<file path="src/rtl/bf16_multiplier_pipeline.sv">
// bfloat16 multiplier with round-to-nearest-even: unpack, multiply, normalize, round/pack.
// Define BF16_MUL_SPECIAL_EN for Inf/NaN handling; otherwise exponent 255 is finite and overflow saturates.
module bf16_multiplier_pipeline (
  input  logic        clk,
  input  logic        rst_n,
  input  logic        valid_in,
  output logic        in_ready,
  input  logic [15:0] a,
  input  logic [15:0] b,
  output logic        valid_out,
  input  logic        out_ready,
  output logic [15:0] result
);

  logic advance;

  // Stage 1: operands and classification
  logic        s1_valid_q;
  logic [15:0] s1_a_q, s1_b_q;
  logic        s1_zero_a_q, s1_zero_b_q;
  // Stage 2: sign, exponent sum, mantissa product
  logic              s2_valid_q, s2_sign_q, s2_zero_q;
  logic signed [9:0] s2_exp_q, s2_exp_d;
  logic [15:0]       s2_prod_q, s2_prod_d;
  // Stage 3: normalized mantissa with guard/sticky
  logic              s3_valid_q, s3_sign_q, s3_zero_q, s3_guard_q, s3_sticky_q;
  logic signed [9:0] s3_exp_q, s3_exp_d;
  logic [6:0]        s3_mant_q, s3_mant_d;
  logic              s3_guard_d, s3_sticky_d;
  // Output stage
  logic        valid_out_q;
  logic [15:0] result_q, result_d;
  logic [7:0]        mant_r;
  logic signed [9:0] exp_r;
  logic              round_up;

`ifdef BF16_MUL_SPECIAL_EN
  logic s1_inf_a_q, s1_inf_b_q, s1_nan_a_q, s1_nan_b_q;
  logic s2_inf_q, s2_nan_q, s3_inf_q, s3_nan_q;
`endif

  assign advance   = out_ready | ~valid_out_q;
  assign in_ready  = advance;
  assign valid_out = valid_out_q;
  assign result    = result_q;

  assign s2_exp_d  = $signed({2'b00, s1_a_q[14:7]}) + $signed({2'b00, s1_b_q[14:7]}) - 10'sd127;
  assign s2_prod_d = {8'h00, 1'b1, s1_a_q[6:0]} * {8'h00, 1'b1, s1_b_q[6:0]};

  always_comb begin
    s3_mant_d   = s2_prod_q[13:7];
    s3_guard_d  = s2_prod_q[6];
    s3_sticky_d = |s2_prod_q[5:0];
    s3_exp_d    = s2_exp_q;
    if (s2_prod_q[15]) begin
      s3_mant_d   = s2_prod_q[14:8];
      s3_guard_d  = s2_prod_q[7];
      s3_sticky_d = |s2_prod_q[6:0];
      s3_exp_d    = s2_exp_q + 10'sd1;
    end
  end

  always_comb begin
    round_up = s3_guard_q & (s3_sticky_q | s3_mant_q[0]);
    mant_r   = {1'b0, s3_mant_q} + {7'h00, round_up};
    exp_r    = s3_exp_q + (mant_r[7] ? 10'sd1 : 10'sd0);
    result_d = {s3_sign_q, exp_r[7:0], (mant_r[7] ? 7'h00 : mant_r[6:0])};
    if (s3_zero_q || exp_r <= 10'sd0) begin
      result_d = {s3_sign_q, 15'h0000};
    end else if (exp_r >= 10'sd255) begin
`ifdef BF16_MUL_SPECIAL_EN
      result_d = {s3_sign_q, 8'hFF, 7'h00};
`else
      result_d = {s3_sign_q, 15'h7F7F};
`endif
    end
`ifdef BF16_MUL_SPECIAL_EN
    // NaN outranks zero so that Inf x 0 is not mistaken for a signed zero
    if (s3_nan_q) begin
      result_d = 16'h7FC0;
    end else if (s3_inf_q && !s3_zero_q) begin
      result_d = {s3_sign_q, 8'hFF, 7'h00};
    end
`endif
  end

  always_ff @(posedge clk or negedge rst_n) begin
    if (!rst_n) begin
      s1_valid_q  <= 1'b0;
      s1_a_q      <= 16'h0000;
      s1_b_q      <= 16'h0000;
      s1_zero_a_q <= 1'b0;
      s1_zero_b_q <= 1'b0;
      s2_valid_q  <= 1'b0;
      s2_sign_q   <= 1'b0;
      s2_zero_q   <= 1'b0;
      s2_exp_q    <= 10'sd0;
      s2_prod_q   <= 16'h0000;
      s3_valid_q  <= 1'b0;
      s3_sign_q   <= 1'b0;
      s3_zero_q   <= 1'b0;
      s3_exp_q    <= 10'sd0;
      s3_mant_q   <= 7'h00;
      s3_guard_q  <= 1'b0;
      s3_sticky_q <= 1'b0;
      valid_out_q <= 1'b0;
      result_q    <= 16'h0000;
`ifdef BF16_MUL_SPECIAL_EN
      s1_inf_a_q  <= 1'b0;
      s1_inf_b_q  <= 1'b0;
      s1_nan_a_q  <= 1'b0;
      s1_nan_b_q  <= 1'b0;
      s2_inf_q    <= 1'b0;
      s2_nan_q    <= 1'b0;
      s3_inf_q    <= 1'b0;
      s3_nan_q    <= 1'b0;
`endif
    end else if (advance) begin
      s1_valid_q  <= valid_in;
      s1_a_q      <= a;
      s1_b_q      <= b;
      s1_zero_a_q <= (a[14:7] == 8'h00);
      s1_zero_b_q <= (b[14:7] == 8'h00);
      s2_valid_q  <= s1_valid_q;
      s2_sign_q   <= s1_a_q[15] ^ s1_b_q[15];
      s2_zero_q   <= s1_zero_a_q | s1_zero_b_q;
      s2_exp_q    <= s2_exp_d;
      s2_prod_q   <= s2_prod_d;
      s3_valid_q  <= s2_valid_q;
      s3_sign_q   <= s2_sign_q;
      s3_zero_q   <= s2_zero_q;
      s3_exp_q    <= s3_exp_d;
      s3_mant_q   <= s3_mant_d;
      s3_guard_q  <= s3_guard_d;
      s3_sticky_q <= s3_sticky_d;
      valid_out_q <= s3_valid_q;
      if (s3_valid_q) begin
        result_q <= result_d;
      end
`ifdef BF16_MUL_SPECIAL_EN
      s1_inf_a_q  <= (a[14:7] == 8'hFF) && (a[6:0] == 7'h00);
      s1_inf_b_q  <= (b[14:7] == 8'hFF) && (b[6:0] == 7'h00);
      s1_nan_a_q  <= (a[14:7] == 8'hFF) && (a[6:0] != 7'h00);
      s1_nan_b_q  <= (b[14:7] == 8'hFF) && (b[6:0] != 7'h00);
      s2_inf_q    <= s1_inf_a_q | s1_inf_b_q;
      s2_nan_q    <= s1_nan_a_q | s1_nan_b_q | (s1_inf_a_q & s1_zero_b_q) | (s1_inf_b_q & s1_zero_a_q);
      s3_inf_q    <= s2_inf_q;
      s3_nan_q    <= s2_nan_q;
`endif
    end
  end

endmodule

</file>
<file path="config.mk">
export PLATFORM = sky130hd
export DESIGN_NAME = bf16_multiplier_pipeline
export DESIGN_NICKNAME = d
export VERILOG_FILES = /design/src/rtl/bf16_multiplier_pipeline.sv
export SDC_FILE = /design/constraint.sdc
export NUM_CORES = 1
export LEC_CHECK = 0
export ABC_CLOCK_PERIOD_IN_PS = 9200
export CORE_MARGIN = 2
export CORE_UTILIZATION = 40
export CTS_CLUSTER_SIZE = 8
export DETAILED_ROUTE_END_ITERATION = 8
export HOLD_SLACK_MARGIN = 0.15
export SLEW_MARGIN = 30
export SYNTH_ARGS = -nofsm -noshare
export SYNTH_HDL_FRONTEND = slang
export SYNTH_SLANG_ARGS = --single-unit
</file>
<file path="constraint.sdc">
create_clock -name clk -period 9.2 [get_ports clk]
set_input_delay 2.76 -clock clk [delete_from_list [all_inputs] [get_ports clk]]
set_output_delay 2.76 -clock clk [all_outputs]
set_load 0.03 [all_outputs]
</file>
==> results of run 1 <==
==> cells in the mapped netlist, types with 12 or more instances <==
| cell type | instances |
|---|---|
| o21ai_0 | 45 |
| xor2_1 | 20 |
| and2_1 | 30 |
| clkbuf_1 | 18 |
| nand2_1 | 174 |
| nand3_1 | 12 |
| ha_1 | 55 |
| xnor2_1 | 18 |
| a21oi_1 | 23 |
| a21o_1 | 19 |
| inv_1 | 81 |
| dfrtp_1 | 103 |
| fa_1 | 37 |
| nor2_1 | 27 |
==> how the worst min path moves through the flow <==
stage,depth (start not counted),from,to
floorplan,2,s1_zero_a_q,s1_zero_a_q
detailed placement,2,s1_zero_a_q,s1_zero_a_q
global placement,2,s1_zero_a_q,s1_zero_a_q
global route,2,s2_prod_q[2],s2_prod_q[2]
CTS,2,s1_zero_a_q,s1_zero_a_q
finish,2,s3_sign_q,s3_sign_q
==> through the flow <==
| stage | setup WS (ns) | cell area, um^2 | hold WS [ns] | utilization | cells |
|---|---|---|---|---|---|
| floorplan | 2.81 | 7030 | 0.433 | - | 767 |
| global placement | 2.37 | 7710 | 0.448 | 0.447 | 1019 |
| detailed placement | 2.37 | 7710 | 0.451 | 0.447 | 1019 |
| CTS | 2.35 | 8000 | 0.467 | 0.464 | 1035 |
| global route | 2.34 | 8000 | 0.494 | 0.464 | 1035 |
| finish | 2.37 | 8000 | 0.462 | 0.464 | 1035 |
==> cell families (layout without fill, tap and decap cells) <==
kind of cell | Yosys count | count (layout) | share of synthesized area
muxes | 11 | 11 | 0.0158
xor gates and xnor gates | 38 | 38 | 0.0473
and+or+nand+nor | 286 | 286 | 0.185
AOI/OAI and AO/OA | 126 | 126 | 0.115
DFF | 103 | 103 | 0.367
buffers and inverters | 111 | 154 | 0.0673
adders and majority gates | 92 | 92 | 0.203
==> worst register-to-register path: stages, from the launching register on <==
cell and delay [ns]:
dfrtp_1 0.44, inv_1 0.15, nor2_1 0.09, fa_1 0.52
inv_1 0.06, fa_1 0.53, inv_1 0.05, fa_1 0.53
inv_1 0.05, fa_1 0.53, inv_1 0.04, ha_1 0.32
o21a_1 0.18, nor2_1 0.12, a211oi_1 0.07, a2111oi_0 0.61
a21oi_1 0.19, xnor2_1 0.17, a21oi_1 0.08
==> flip-flops by register name, summed over array words and instances, names as in the netlist, 7 cells and up <==
register   count
s2_prod_q     16
s3_exp_q      10
s3_mant_q      7
s1_b_q        16
result        16
s1_a_q        16
s2_exp_q      10
==> cell type report <==
type	count	area (um^2)	area share
clock buffers	10	229	0.0286
clock inverters	6	67.6	0.00844
inverters	81	304	0.0380
multi-input cells	553	3990	0.498
flip-flops and latches	103	2580	0.322
well taps	225	282	0.0352
repair buffers	57	558	0.0697
==> metal layers <==
layer  up-vias  GRT usage
met3        10     0.0356
met5         -          0
li1       2576          -
met4         0     0.0388
met2        72      0.245
met1      2298      0.211
==> results by group, run 1 <==
Outcome
  • Outcome: finished clean

Timing
  • Max Clk Rate: 146 MHz
  • Crit path time final: 6.83 ns
  • Endpoints failing setup: 0
  • Total negative setup slack: 0 ns
  • Final Hold Fails: 0
  • Layout Skew: 0.00841 ns
  • Worst Max-Slew Pin Slew: 0.866 ns
  • Worst rel slew slack: 0.423
  • RSZ-0062 raised after global routing: false
  • Fin. max-slew vios: 0
  • Crit share post-route: 0.742

Yosys
  • Share of the synthesized area in the top cell type: 0.367
  • Cell count after synthesis: 767
  • Syn Nets: 895
  • Syn avg cell area: 9.16 um^2
  • Synth top area cells: dfrtp_1, fa_1, ha_1
  • Number of enable flip-flop cells after synthesis: 0
  • Post-synth top flop: dfrtp_1
  • Largest area contributor in the netlist: dfrtp_1
  • Warning count from the yosys run: 0
  • Sequential-to-total area share from yosys stat: 0.367
  • Mapped Area: 7030 um^2
  • Async SR Flop Fraction: 1.00
  • Distinct cells, synth: 54
  • #FFs+latches synth: 103

Cells and area
  • Layout cells sized above 1: 0.0469
  • Leading cell type in the layout, fill and taps excluded: nand2_1
  • N_diodes: 0
  • Final #Nets: 933
  • Filler instances: 1,708
  • Most frequent cells in the layout: nand2_1, dfrtp_1, inv_1
  • Area grow syn2layout: 13.9%

Route
  • Met1 Wirelength: 6660 um
  • Via/cell ratio: 4.79
  • Residual DRC count: 0
  • Via count: 4,956
  • WL per Instance: 12.5 um
  • First-pass iteration count of the detailed router: 4
  • Post-detailed-route count of antenna-violating nets: 0
  • DR top layer: met4
  • Drt total wl: 12,900 um
  • Met2 wire len: 5700 um
  • WL met3: 412 um
  • Iter 0 DRT Violations: 153

Placed design
  • Hpwl dp: 9620 um
  • Port Buf Inserts: 53
  • Routability cong.: 0.806

Setup path
  • Max stage delay on crit path: 0.66 ns
  • CP required: 6.44 ns
  • Critical Path Stages: 4
  • CP top delay family: buffers and inverters
  • Worst setup EP type: output port
  • Crit path from: out_ready
  • R2r setup slk: 4.33 ns
  • FF-to-FF End: s2_prod_q[14]
  • Most common cell on crit path: clkdlybuf4s50_1
  • CP cell instances: clkdlybuf4s50_1, nor2b_4, inv_2, clkdlybuf4s50_1
  • CP startpoint kind: input port
  • CP Buf/Inv Count: 3
  • Crit path kind: in2out
  • CP arrival: 4.07 ns
  • Critical Path End: in_ready
  • Reg2Reg Depth: 18
  • CP Max Fanout: 2
  • Cell at the slowest stage of the critical path: clkdlybuf4s50_1
  • Crit Reg-Reg Startpoint: s1_b_q[6]

GRT
  • Vias in the first global route: 4,976
  • Initial antenna violation count: 0
  • GRT Util Overall: 0.154
  • Gr ovfl total: 0
  • Maximum number of pins on one net before global-route repair: 95
  • Global-route wire length before repair: 23,100 um

Floorplanning
  • Io pins: 54
  • Width of the die: 137 um
  • Die Height: 137 um
  • Die ar.: 18,700 um^2
  • Std cell rows: 48
  • Starting Density: 0.408
  • CORE AREA: 17,200 um^2

Clock tree
  • # H-tree levels: 3
  • Post-CTS Hold Fix Bufs: 0
  • Root Driver: clkbuf_16
  • PostCTS Resize Cnt: 0
  • CTS tree: built
  • CTS Buf Count: 9
  • Clock Path Buffers: 2
  • Worst-skew pair later-pin latency: 0.35 ns
  • Clk slew on worst S/H paths: 0.06 ns
  • Setup Buffers After CTS: 0
  • Clock Sinks: 103

Hold path
  • Worst min path class: reg2reg

Flow run
  • Max_cap viols: 0
Power of run 1 is not shown: default switching activity piles up to over one toggle a cycle in this logic, so the estimate is an artifact.
==> run 2, diff against run 1 <==
--- a/config.mk
+++ b/config.mk
@@ -5,7 +5,7 @@
 export SDC_FILE = /design/constraint.sdc
 export NUM_CORES = 1
 export LEC_CHECK = 0
-export ABC_CLOCK_PERIOD_IN_PS = 9200
+export ABC_CLOCK_PERIOD_IN_PS = 7050
 export CORE_MARGIN = 2
 export CORE_UTILIZATION = 40
 export CTS_CLUSTER_SIZE = 8
==> constraint.sdc (replaced) <==
create_clock -name clk -period 7.05 [get_ports clk]
set_input_delay 2.115 -clock clk [delete_from_list [all_inputs] [get_ports clk]]
set_output_delay 2.115 -clock clk [all_outputs]
set_load 0.03 [all_outputs]
==> run 2 against run 1 <==
Die area unchanged. First-iteration DRC count up 25%. Worst hold slack better by 0.0034 ns. Utilization about the same. Clock skew down 0.00079 ns. Sequential cell count unchanged. Register-to-register slack worse by 2.2 ns. Final cell count unchanged. Sequential share of layout area about the same. Setup slack worse by 0.87 ns. Clock-buffer cell count up 1. Critical path depth unchanged. Critical path type unchanged.
==> results by group, run 2 (same netlist as run 1, synthesis figures left out) <==
Outcome
  • Outcome: finished clean

Flow run
  • Max_cap viols: 0 (unchanged)

Route
  • WL per Instance: 12.4 um (-0.67%)
  • Met2 wire len: 5630 um (-1.3%)
  • Residual DRC count: 0 (unchanged)
  • Post-detailed-route count of antenna-violating nets: 0 (unchanged)
  • Via/cell ratio: 4.76 (-0.54%)
  • WL met3: 418 um (+1.5%)
  • Drt total wl: 12,800 um (-0.67%)
  • Via count: 4,929 (-0.54%)
  • First-pass iteration count of the detailed router: 4 (unchanged)
  • Iter 0 DRT Violations: 192 (+25%)
  • DR top layer: met4
  • Met1 Wirelength: 6650 um (-0.12%)

GRT
  • Maximum number of pins on one net before global-route repair: 95 (unchanged)
  • Global-route wire length before repair: 23,200 um (+0.39%)
  • Initial antenna violation count: 0 (unchanged)
  • Vias in the first global route: 4,937 (-0.78%)
  • GRT Util Overall: 0.155 (+0.000874)
  • Gr ovfl total: 0 (unchanged)

Timing
  • Endpoints failing setup: 0 (unchanged)
  • Fin. max-slew vios: 0 (unchanged)
  • RSZ-0062 raised after global routing: false
  • Total negative setup slack: 0 ns (unchanged)
  • Max Clk Rate: 180 MHz
  • Layout Skew: 0.00762 ns (-0.000788 ns)
  • Final worst slack: 1.50 ns (-0.870 ns)
  • Crit share post-route: 0.787
  • Worst rel slew slack: 0.435 (+0.0121)
  • Worst Max-Slew Pin Slew: 0.848 ns (-0.0181 ns)
  • Crit path time final: 5.55 ns
  • Final Hold Fails: 0 (unchanged)

Floorplanning
  • Starting Density: 0.408 (unchanged)
  • Io pins: 54 (unchanged)
  • Width of the die: 137 um (unchanged)
  • Die ar.: 18,700 um^2 (unchanged)
  • Die Height: 137 um (unchanged)
  • CORE AREA: 17,200 um^2 (unchanged)
  • Std cell rows: 48 (unchanged)

Cells and area
  • Leading cell type in the layout, fill and taps excluded: nand2_1
  • Final #Nets: 934 (+0.11%)
  • Layout cells sized above 1: 0.0457 (-0.00123)
  • Most frequent cells in the layout: nand2_1, dfrtp_1, inv_1
  • Area grow syn2layout: 13.8% (about the same)
  • N_diodes: 0 (unchanged)
  • Finished Cell Area: 8000 um^2 (about the same)
  • Post-layout util: 0.464 (about the same)

Setup path
  • Crit path from: out_ready
  • Worst setup EP type: output port
  • CP Max Fanout: 2 (unchanged)
  • Crit Reg-Reg Startpoint: s1_b_q[4]
  • CP required: 4.93 ns (-1.51 ns)
  • CP startpoint kind: input port
  • CP arrival: 3.43 ns (-0.64 ns)
  • Crit path kind: in2out

Hold path
  • Worst min path class: reg2reg
  • Hold Startpoint: s1_zero_a_q

Clock tree
  • CTS Buf Count: 9 (unchanged)
  • CTS tree: built
  • Setup Buffers After CTS: 0 (unchanged)
  • Post-CTS Hold Fix Bufs: 0 (unchanged)
  • Clock Path Buffers: 2 (unchanged)
  • # H-tree levels: 3 (unchanged)
  • Worst-skew pair later-pin latency: 0.35 ns (about the same)
  • Clock Sinks: 103 (unchanged)
  • Root Driver: clkbuf_16
  • Clk slew on worst S/H paths: 0.07 ns (about the same)
  • PostCTS Resize Cnt: 0 (unchanged)

Placed design
  • Routability cong.: 0.845 (+4.8%)
  • DP Area: 7710 um^2 (about the same)
  • Hpwl dp: 9570 um (-0.59%)
  • Port Buf Inserts: 53 (unchanged)
  • Dpl ws: 1.49 ns (-0.880 ns)
-- run 2: cell count changes in the layout (fill, tap and decap cells not counted), sizes merged --
cell | before | now
clkinvlp | 1 | 0
buf | 5 | 6
clkinv | 2 | 1
clkbuf | 10 | 11
-- run 2: layer usage --
metal,GRT usage,up-vias
met5,0,-
met4,0.0394,0
met3,0.0281,9
met2,0.243,76
met1,0.220,2265
li1,-,2579
-- run 2: metrics by stage --
stage                     std cells  hold slack (ns)
final                          1035            0.465
after global routing           1035            0.494
after CTS                      1035            0.467
after detailed placement       1020            0.450
after global placement         1020            0.447
after floorplan                 767            0.433
-- run 2: worst max-delay path, stage by stage --
cell and delay [ns]:
clkdlybuf4s50_1 0.51, nor2b_4 0.06, inv_2 0.07, clkdlybuf4s50_1 0.67
-- run 2: final timing paths --
| check | endpoint | slack [ns] | cells after the start |
|---|---|---|---|
| max reg2reg | s2_prod_q[14] | 2.18 | 17 |
| max in group asynchronous | s1_b_q[3] | 4.17 | 2 |
| min | s1_zero_a_q | 0.47 | 2 |
| min in group asynchronous | result[11] | 1.82 | 1 |
| max | in_ready | 1.50 | 4 |
| min reg2reg | s1_zero_a_q | 0.47 | 2 |
-- run 2: final cells by class --
cell class | instances | area (um^2)
Fill cell | 1698 | 9230
Sequential cell | 103 | 2580
Inverter | 81 | 304
Clock inverter | 4 | 55.1
Multi-Input combinational cell | 553 | 3990
Clock buffer | 11 | 233
Tap cell | 225 | 282
Timing Repair Buffer | 58 | 566
Power of run 2 is left out for the same reason.
